File: config.mk
export PLATFORM = sky130hd
export DESIGN_NAME = gobou_mac_ctrl
export DESIGN_NICKNAME = d
export VERILOG_FILES = /design/src/rtl/gobou_mac_ctrl.sv
export SDC_FILE = /design/constraint.sdc
export NUM_CORES = 1
export LEC_CHECK = 0
export CORE_MARGIN = 1
export CORE_UTILIZATION = 58
export CTS_BUF_LIST = sky130_fd_sc_hd__clkbuf_4
export CTS_CLUSTER_SIZE = 40
export DETAILED_ROUTE_END_ITERATION = 8
export PLACE_DENSITY = 0.86
export SLEW_MARGIN = 10
export SYNTH_ARGS = -nofsm -noshare
export SYNTH_HDL_FRONTEND = slang
export SYNTH_SLANG_ARGS = --single-unit
File: constraint.sdc
create_clock -name clk -period 6.5 [get_ports clk]
set_clock_uncertainty 0.15 [all_clocks]
set_input_delay 1.625 -clock clk [delete_from_list [all_inputs] [get_ports clk]]
set_output_delay 1.625 -clock clk [all_outputs]
set_load 0.02 [all_outputs]
File: src/rtl/gobou_mac_ctrl.sv
// gobou_mac_ctrl
//   Sequencer for one gobou MAC lane running a fully-connected layer.
//   For each of M output neurons it clears the MAC and streams N input/weight
//   address pairs to 1-cycle synchronous RAMs. It raises mac_accum_we MAC_LAT
//   cycles after each address issue, so the enable lines up with the MAC operand
//   register. It then latches the MAC result and writes it to the output RAM.
//
// Ports
//   clk, xrst              clock, synchronous active-low reset
//   req                    layer start, sampled only while idle
//   in_size / out_size     N inputs per neuron / M neurons, sampled with req
//   in_base/w_base/out_base RAM base addresses, sampled with req
//   busy, ack              busy outside IDLE; ack pulses once per finished layer
//   in_addr, w_addr        input / weight RAM read addresses
//   mac_reset, mac_accum_we, mac_out_en  MAC clear / accumulate / result latch
//   out_we, out_addr       output RAM write (data comes from the MAC)
//
// Addresses are registers: they hold their last value outside ISSUE/WB and
// only the enables are qualified by state.

module gobou_mac_ctrl #(
    parameter int LWIDTH  = 10,
    parameter int AWIDTH  = 16,
    parameter int MAC_LAT = 2
) (
    input  logic              clk,
    input  logic              xrst,
    input  logic              req,
    input  logic [LWIDTH-1:0] in_size,
    input  logic [LWIDTH-1:0] out_size,
    input  logic [AWIDTH-1:0] in_base,
    input  logic [AWIDTH-1:0] w_base,
    input  logic [AWIDTH-1:0] out_base,
    output logic              busy,
    output logic              ack,
    output logic [AWIDTH-1:0] in_addr,
    output logic [AWIDTH-1:0] w_addr,
    output logic              mac_reset,
    output logic              mac_accum_we,
    output logic              mac_out_en,
    output logic              out_we,
    output logic [AWIDTH-1:0] out_addr
);

    localparam int DW = (MAC_LAT > 1) ? $clog2(MAC_LAT) : 1;

    typedef enum logic [2:0] {
        IDLE,
        CLR,
        ISSUE,
        DRAIN,
        OUT,
        WB,
        DONE
    } state_t;

    state_t              state, next;

    // Layer parameters captured at start; the live inputs are ignored while busy.
    logic [LWIDTH-1:0]   n_r, m_r;
    logic [AWIDTH-1:0]   in_base_r, out_base_r;

    logic [LWIDTH-1:0]   i_cnt, j_cnt;
    logic [DW-1:0]       d_cnt;

    // Weight address of the next neuron's first operand. It advances by N per
    // neuron through the running w_addr, so no j*N multiply is needed.
    logic [AWIDTH-1:0]   w_ptr;

    // One bit per ISSUE cycle, delayed MAC_LAT cycles to reach the MAC
    // operand register stage.
    logic [MAC_LAT-1:0]  acc_pipe;
    logic                push;

    logic                i_last, j_last, start, size_zero;

    assign i_last       = (i_cnt == n_r - 1'b1);
    assign j_last       = (j_cnt == m_r - 1'b1);
    assign size_zero    = (in_size == '0) || (out_size == '0);
    assign start        = (state == IDLE) && req && !size_zero;
    assign mac_accum_we = acc_pipe[MAC_LAT-1];

    always_ff @(posedge clk) begin
        if (!xrst) begin
            state <= IDLE;
        end else begin
            state <= next;
        end
    end

    always_comb begin
        next       = state;
        busy       = 1'b1;
        ack        = 1'b0;
        mac_reset  = 1'b0;
        mac_out_en = 1'b0;
        out_we     = 1'b0;
        push       = 1'b0;
        case (state)
            IDLE: begin
                busy = 1'b0;
                if (req) next = size_zero ? DONE : CLR;
            end
            CLR: begin
                mac_reset = 1'b1;
                next      = ISSUE;
            end
            ISSUE: begin
                push = 1'b1;
                if (i_last) next = DRAIN;
            end
            DRAIN: begin
                if (d_cnt == DW'(MAC_LAT - 1)) next = OUT;
            end
            OUT: begin
                mac_out_en = 1'b1;
                next       = WB;
            end
            WB: begin
                out_we = 1'b1;
                next   = j_last ? DONE : CLR;
            end
            DONE: begin
                ack  = 1'b1;
                next = IDLE;
            end
            default: next = IDLE;
        endcase
    end

    always_ff @(posedge clk) begin
        if (!xrst) begin
            acc_pipe <= '0;
        end else begin
            acc_pipe[0] <= push;
            for (int k = 1; k < MAC_LAT; k++) acc_pipe[k] <= acc_pipe[k-1];
        end
    end

    always_ff @(posedge clk) begin
        if (!xrst) begin
            n_r        <= '0;
            m_r        <= '0;
            in_base_r  <= '0;
            out_base_r <= '0;
            w_ptr      <= '0;
            i_cnt      <= '0;
            j_cnt      <= '0;
            d_cnt      <= '0;
            in_addr    <= '0;
            w_addr     <= '0;
            out_addr   <= '0;
        end else begin
            if (start) begin
                n_r        <= in_size;
                m_r        <= out_size;
                in_base_r  <= in_base;
                out_base_r <= out_base;
                w_ptr      <= w_base;
                i_cnt      <= '0;
                j_cnt      <= '0;
            end
            case (state)
                CLR: begin
                    // Addresses must be valid during the first ISSUE cycle.
                    in_addr <= in_base_r;
                    w_addr  <= w_ptr;
                    d_cnt   <= '0;
                end
                ISSUE: begin
                    if (i_last) begin
                        i_cnt <= '0;
                        w_ptr <= w_addr + 1'b1;
                    end else begin
                        i_cnt   <= i_cnt + 1'b1;
                        in_addr <= in_addr + 1'b1;
                        w_addr  <= w_addr + 1'b1;
                    end
                end
                DRAIN: d_cnt <= d_cnt + 1'b1;
                OUT:   out_addr <= out_base_r + AWIDTH'(j_cnt);
                WB: begin
                    if (!j_last) j_cnt <= j_cnt + 1'b1;
                end
                default: ;
            endcase
        end
    end

endmodule

Word-level counts from Yosys, hierarchy flattened
Index checks and enable logic that the tools add are counted.
{"block": "totals", "ff_bits": 142, "latch_bits": 0, "ramBits": 0, "romBits": 0, "input_bits": 71, "wordCells": 71, "n_memories": 0}
{"block": "classes", "n_addsub": 8, "mul": 0, "div_mod_pow": 0, "magnitude_cmp": 0, "n_eq_ne": 12, "shifts": 0, "n_mux": 26, "bitwise": 0, "reduce_logical": 12}
{"cell": "$mux 16", "n": 5}
{"cell": "$pmux 16 s2", "n": 2}
{"cell": "$mux 10", "n": 6}
{"cell": "$add 16x1->16 const B", "n": 2}
{"cell": "$add 10x1->10 const B", "n": 2}
{"cell": "$eq 10x10->1", "n": 2}
{"cell": "$logic_not 10->1", "n": 2}
{"cell": "$sub 10x1->10 const B", "n": 2}
{"cell": "$pmux 3 s6", "n": 1}
{"cell": "$add 16x10->16", "n": 1}
{"cell": "$mux 3", "n": 5}
{"cell": "$eq 3x3->1 const B", "n": 3}
{"cell": "$ne 2x2->1 const B", "n": 4}
{"cell": "$eq 3x2->1 const B", "n": 2}
{"cell": "$mux 1", "n": 6}
{"cell": "$reduce_bool 2->1", "n": 3}
{"cell": "$eq 3x1->1 const B", "n": 1}
{"cell": "$logic_not 3->1", "n": 1}
{"cell": "$reduce_and 3->1", "n": 1}
{"cell": "$logic_and 1x1->1", "n": 2}
{"cell": "$pmux 1 s2", "n": 1}
{"cell": "$reduce_and 2->1", "n": 1}
{"cell": "$add 1x1->1 const B", "n": 1}
{"cell": "$logic_not 1->1", "n": 1}
{"cell": "$logic_or 1x1->1", "n": 1}

Logic depth before layout (Yosys ltp)
{"block": "depth", "depth_word": 7, "mapped_depth": 11, "mapped_depth_nobuf": 10}

Worst setup path before layout
Ideal clock, no wire load.
{"block": "synth_path", "path_kind": "input port to flip-flop", "from": "in in_size[3]", "to": "reg in_base_r[0]", "setup_ns": 0.070, "arrival_time_ns": 3.113, "required_time_ns": 6.280, "slack_ns": 3.166, "path_stages": 9, "n_path_buf": 3, "cell_sequence": "nor4_1 > nand3_1 > nand2_1 > or3_1 > clkbuf_1 > clkbuf_1 > clkbuf_1 > nand2_1 > a21oi_1"}
{"block": "synth_between", "elab_chain_cells": 4}
{"item": "start: declaration", "line_no": "29", "source": "input logic [LWIDTH-1:0] in_size,"}
{"item": "$logic_not 10->1", "line_no": "79", "source": "assign size_zero = (in_size == '0) || (out_size == '0);"}
{"item": "$logic_or 1x1->1", "line_no": "79"}
{"item": "$logic_not 1->1", "line_no": "80", "source": "assign start = (state == IDLE) && req && !size_zero;"}
{"item": "$logic_and 1x1->1", "line_no": "80"}
{"item": "end signal: assignment", "line_no": "157", "source": "in_base_r <= in_base;"}
{"item": "end: declaration", "line_no": "61", "source": "logic [AWIDTH-1:0] in_base_r, out_base_r;"}
Every way passes these cells.
A chain may end at the register's enable or synchronous reset.

Worst setup path in the final report
{"block": "layout_path", "from": "reg state[2]", "to": "out mac_out_en"}
{"block": "layout_between", "elab_chain_cells": 2}
{"item": "start: declaration", "line_no": "57", "source": "state_t state, next;"}
{"item": "start signal: assignment", "line_no": "87", "source": "state <= next;"}
{"item": "$eq 3x3->1", "line_no": "99", "source": "case (state)"}
{"item": "$mux 1", "line_no": "99"}
{"item": "end: declaration", "line_no": "40", "source": "output logic mac_out_en,"}
Every way passes these cells.

==> summary.md <==
| Metric | Value |
|---|---|
| Slowest CP cell | clkdlybuf4s50_1 |
| Share of cells above drive strength 1 | just over 7% |
| Top FF cell, synth | dfxtp_1 |
| Maximum buffer depth of the clock tree | 2 |
| Post-CTS setup buffers | 0 |
| Die Y | 117.4 um |
| Adder-cell share of the synthesized area | 2.853% |
| Starting Density | 60.43% |
| Synth area leader | dfxtp_1 |
| RSZ-0062 raised after global routing | false |
| Synth Area in Simple Gates | 24.35% |
| Post-cts sizing count | 0 |
| Crit path max fanout | 23 |
| Core footprint | 12770 um2 |
| ANT nets after route | 0 |
| Final TNS setup | 0 ns |
| WP buf/inv | 2 |
| DRT Pass-1 Iters | 8 |
| Synth Cell Area | 7719 um2 |
| Clock Root Buffer | clkbuf_4 |
| WL/cell | 16.18 um |
| H-tree lvl count | 4 |
| Compound-Gate Fraction of Synth Area | 20.52% |
| Vias in the first global route | 6927 |
| Min-delay worst type | flop to flop |
| Yosys top cell area share | a little under two fifths |
| Multiplexer area fraction after synthesis | 5.803% |
| Vias per cell | 5.963 |
| DRC | 0 |
| Synth Instances | 967 |
| Setup violations, final | 0 |
| Distinct cells, synth | 79 |
| Mean post-synth cell area | 7.982 um2 |
| Largest delay contributor family on the critical path | buffers and inverters |
| Worst EP arrival | 3.20 ns |
| Die area | 13770 um2 |
| Post-synth ARST share | 0% |
| Sw Share | 35.91% |
| Fin nets | about 1100 |
| Status | finished, final reports clean |
| Post-synthesis sequential area ratio | 36.83% |
| Clock latency on the worst-skew pair | between 0.5 and 0.6 ns |
| Worst Max-Slew Pin Slew | ~1.0 ns |
| Synth top area cells | dfxtp_1, nand2_1, a21oi_1, nor2_1, xor2_1 |
| Num rows | roughly 40 |
| Comb power frac | 29.7% |
| Largest family of logic cells by synthesized area | simple AND/OR/NAND/NOR gates |
| Max-slew violation count | 0 |
| YS warnings | 0 |
| DR vias | 7430 |
| Clock sinks | approximately 140 |
| Post-DP HPWL | 14210 um |
| Internal Dissipation | roughly 0.0015 W |
| Crit share post-route | 76.61% |
| Syn nets | between 1000 and 1500 |
| Final wirelength | 20160 um |
| Startpoint types | flop |
| I/O Buffers | between 100 and 150 |
| Largest net degree at the start of global routing | 55 |
| Seq pwr share | 46.3% |
| Worst path max stage delay | 0.72 ns |
| Pwr dens | about 250 nW/um2 |
| Placer Congestion | 0.8551 |
| Global-route wire length before repair | 33230 um |
| Worst path required time | 4.72 ns |
| Total I/O pin count | 125 |
| Xor/xnor share of the synthesized area | 5.625% |
| Inst Count DP | 1213 |
| CTS buffer count | 17 |
| Fillers | around 1000 |
| Worst slew margin | 33.37% |
| Seq cells post-synth | 142 |
| Post-layout minimum cycle time | 4.979 ns |
| Total GRT Usage | 29.65% |
| Reg clk slew, reported paths | 0.12 ns |
| Initial antenna violation count | 1 |
| Number of enable flip-flop cells after synthesis | 0 |
| Clock share of power | 24.0% |
| GRT overflow | 0 |
| Final Non-Filler Cells | 1246 |
| Die Wd | 117.4 um |
| Area Overhead vs Synth | 20.18% |
| TritonCTS clock tree | yes |
| Initial drt markers | 722 |
| Fmax | 200.8 MHz |
| Max cap viols | 0 |
| Max rail drop VDD | approximately 0.00017 V |
| Psw | 0.0008193 W |
| Crit Path Class | flop to output port |
| Ordered cell list for the critical path | nor2b_1 > nand2_1 > inv_1 > clkdlybuf4s50_1 |
| Setup crit end kind | output port |
| Hold Vio Cnt, Final | 0 |
| # hold bufs at CTS | 0 |
| Pleak | 3.453 nW |
## state kept, by name (all words and copies together) (netlist names), 16 cells and up
name / count
out_addr: 16
w_addr: 16
w_ptr: 16
in_base_r: 16
out_base_r: 16
in_addr: 16
## worst register-to-register path: cells and delay by family, from the launching register on
| family | cells | cell delay (ns) |
|---|---|---|
| buf+inv | 3 | 1.20 |
| compound gates | 3 | 1.18 |
| simple gates | 2 | 0.66 |
| flops | 1 | 0.42 |
## layout make-up
cell class,instances,area [um2],area share (%)
Clock buffer,18,135.1,1.457
Clock inverter,14,125.1,1.349
Inverter,19,71.32,0.7688
Sequential cell,142,2843,30.64
Timing Repair Buffer,134,1311,14.14
Antenna cell,1,2.502,0.02698
Multi-Input combinational cell,746,4573,49.30
Tap cell,172,215.2,2.320
## metrics by stage
stage	setup slack (ns)	util (%)	area [um2]	hold slack [ns]	total power (W)
4_1_cts	1.524	72.60	9274	0.3126	0.002282
2_1_floorplan	3.166	-	7719	0.2619	0.001506
6_report	1.521	72.62	9276	0.3105	0.002282
5_1_grt	1.282	72.62	9276	0.3317	0.002405
3_3_place_gp	2.169	70.57	9014	0.2653	0.001726
3_5_place_dp	2.147	70.57	9014	0.2971	0.001743
## final timing paths
kind,endpoint,slack [ns],start,cells after the start
max,mac_out_en,1.52,state[2]$_SDFFE_PN0P_,4
min reg2reg,in_base_r[13]$_SDFFE_PN0P_,0.31,in_base_r[13]$_SDFFE_PN0P_,2
min,in_base_r[13]$_SDFFE_PN0P_,0.31,in_base_r[13]$_SDFFE_PN0P_,2
max reg2reg,in_addr[11]$_SDFFE_PN0P_,2.79,state[0]$_SDFFE_PN0P_,8
## logic make-up (layout without fill, tap and decap cells)
family | after synthesis | in the layout
buf+inv | 79 | 185
mux | 42 | 42
other cells | 0 | 1
compound gates | 240 | 240
simple gates | 399 | 399
fa+ha+maj | 17 | 17
flops | 142 | 142
xor+xnor | 48 | 48
## cell usage in the layout, fill, tap and decap left out, types with 4 or more instances in the layout
master / instances
nand2_1: 183
dfxtp_1: 142
clkdlybuf4s50_1: 123
a21oi_1: 82
nor2_1: 67
o21ai_0: 47
nand3_1: 34
xor2_1: 28
mux2i_1: 23
nor3_1: 22
a211oi_1: 21
and3_1: 20
xnor2_1: 19
clkbuf_4: 18
mux2_2: 17
inv_1: 17
ha_1: 16
nand4_1: 11
buf_4: 10
a21boi_0: 9
a311oi_1: 8
or3_1: 8
and2_1: 8
nor2b_1: 7
o32ai_1: 6
o2111ai_1: 6
a31oi_1: 6
nor4_1: 6
clkinv_2: 6
a21o_1: 5
o211ai_1: 5
nand3b_1: 4
nor4b_1: 4
o21a_1: 4
and4_1: 4
clkinv_1: 4
## cells in the mapped netlist (all sizes together) (5+ instances only)
cell and n:
a211oi 23, a21boi 10, a21o 5, a21oi 83
a311oi 8, a31oi 7, and2 8, and3 20
buf 12, clkbuf 48, dfxtp 142, ha 16
inv 18, mux2 19, mux2i 23, nand2 183
nand3 35, nand4 11, nor2 69, nor2b 7
nor3 23, nor4 7, o2111ai 7, o211ai 5
o21ai 47, o32ai 6, or3 9, xnor2 19
xor2 28
## power groups by stage
stage | sequential (W) | clock, W | combinational, W
global placement | 0.00107 | 0 | 0.000658
detailed placement | 0.00107 | 0 | 0.000672
floorplan | 0.00107 | 0 | 0.000437
CTS | 0.00105 | 0.000555 | 0.000675
global route | 0.00107 | 0.000595 | 0.000742
finish | 0.00106 | 0.000548 | 0.000677
## per-layer routing
| metal | global-route usage [%] | routed length, um |
|---|---|---|
| met5 | 0 | 0 |
| met4 | 12.18 | 382 |
| met3 | 6.177 | 1385 |
| met2 | 46.30 | 9169 |
| met1 | 39.72 | 9217 |
Note: power is estimated with default switching activity, not from simulation.
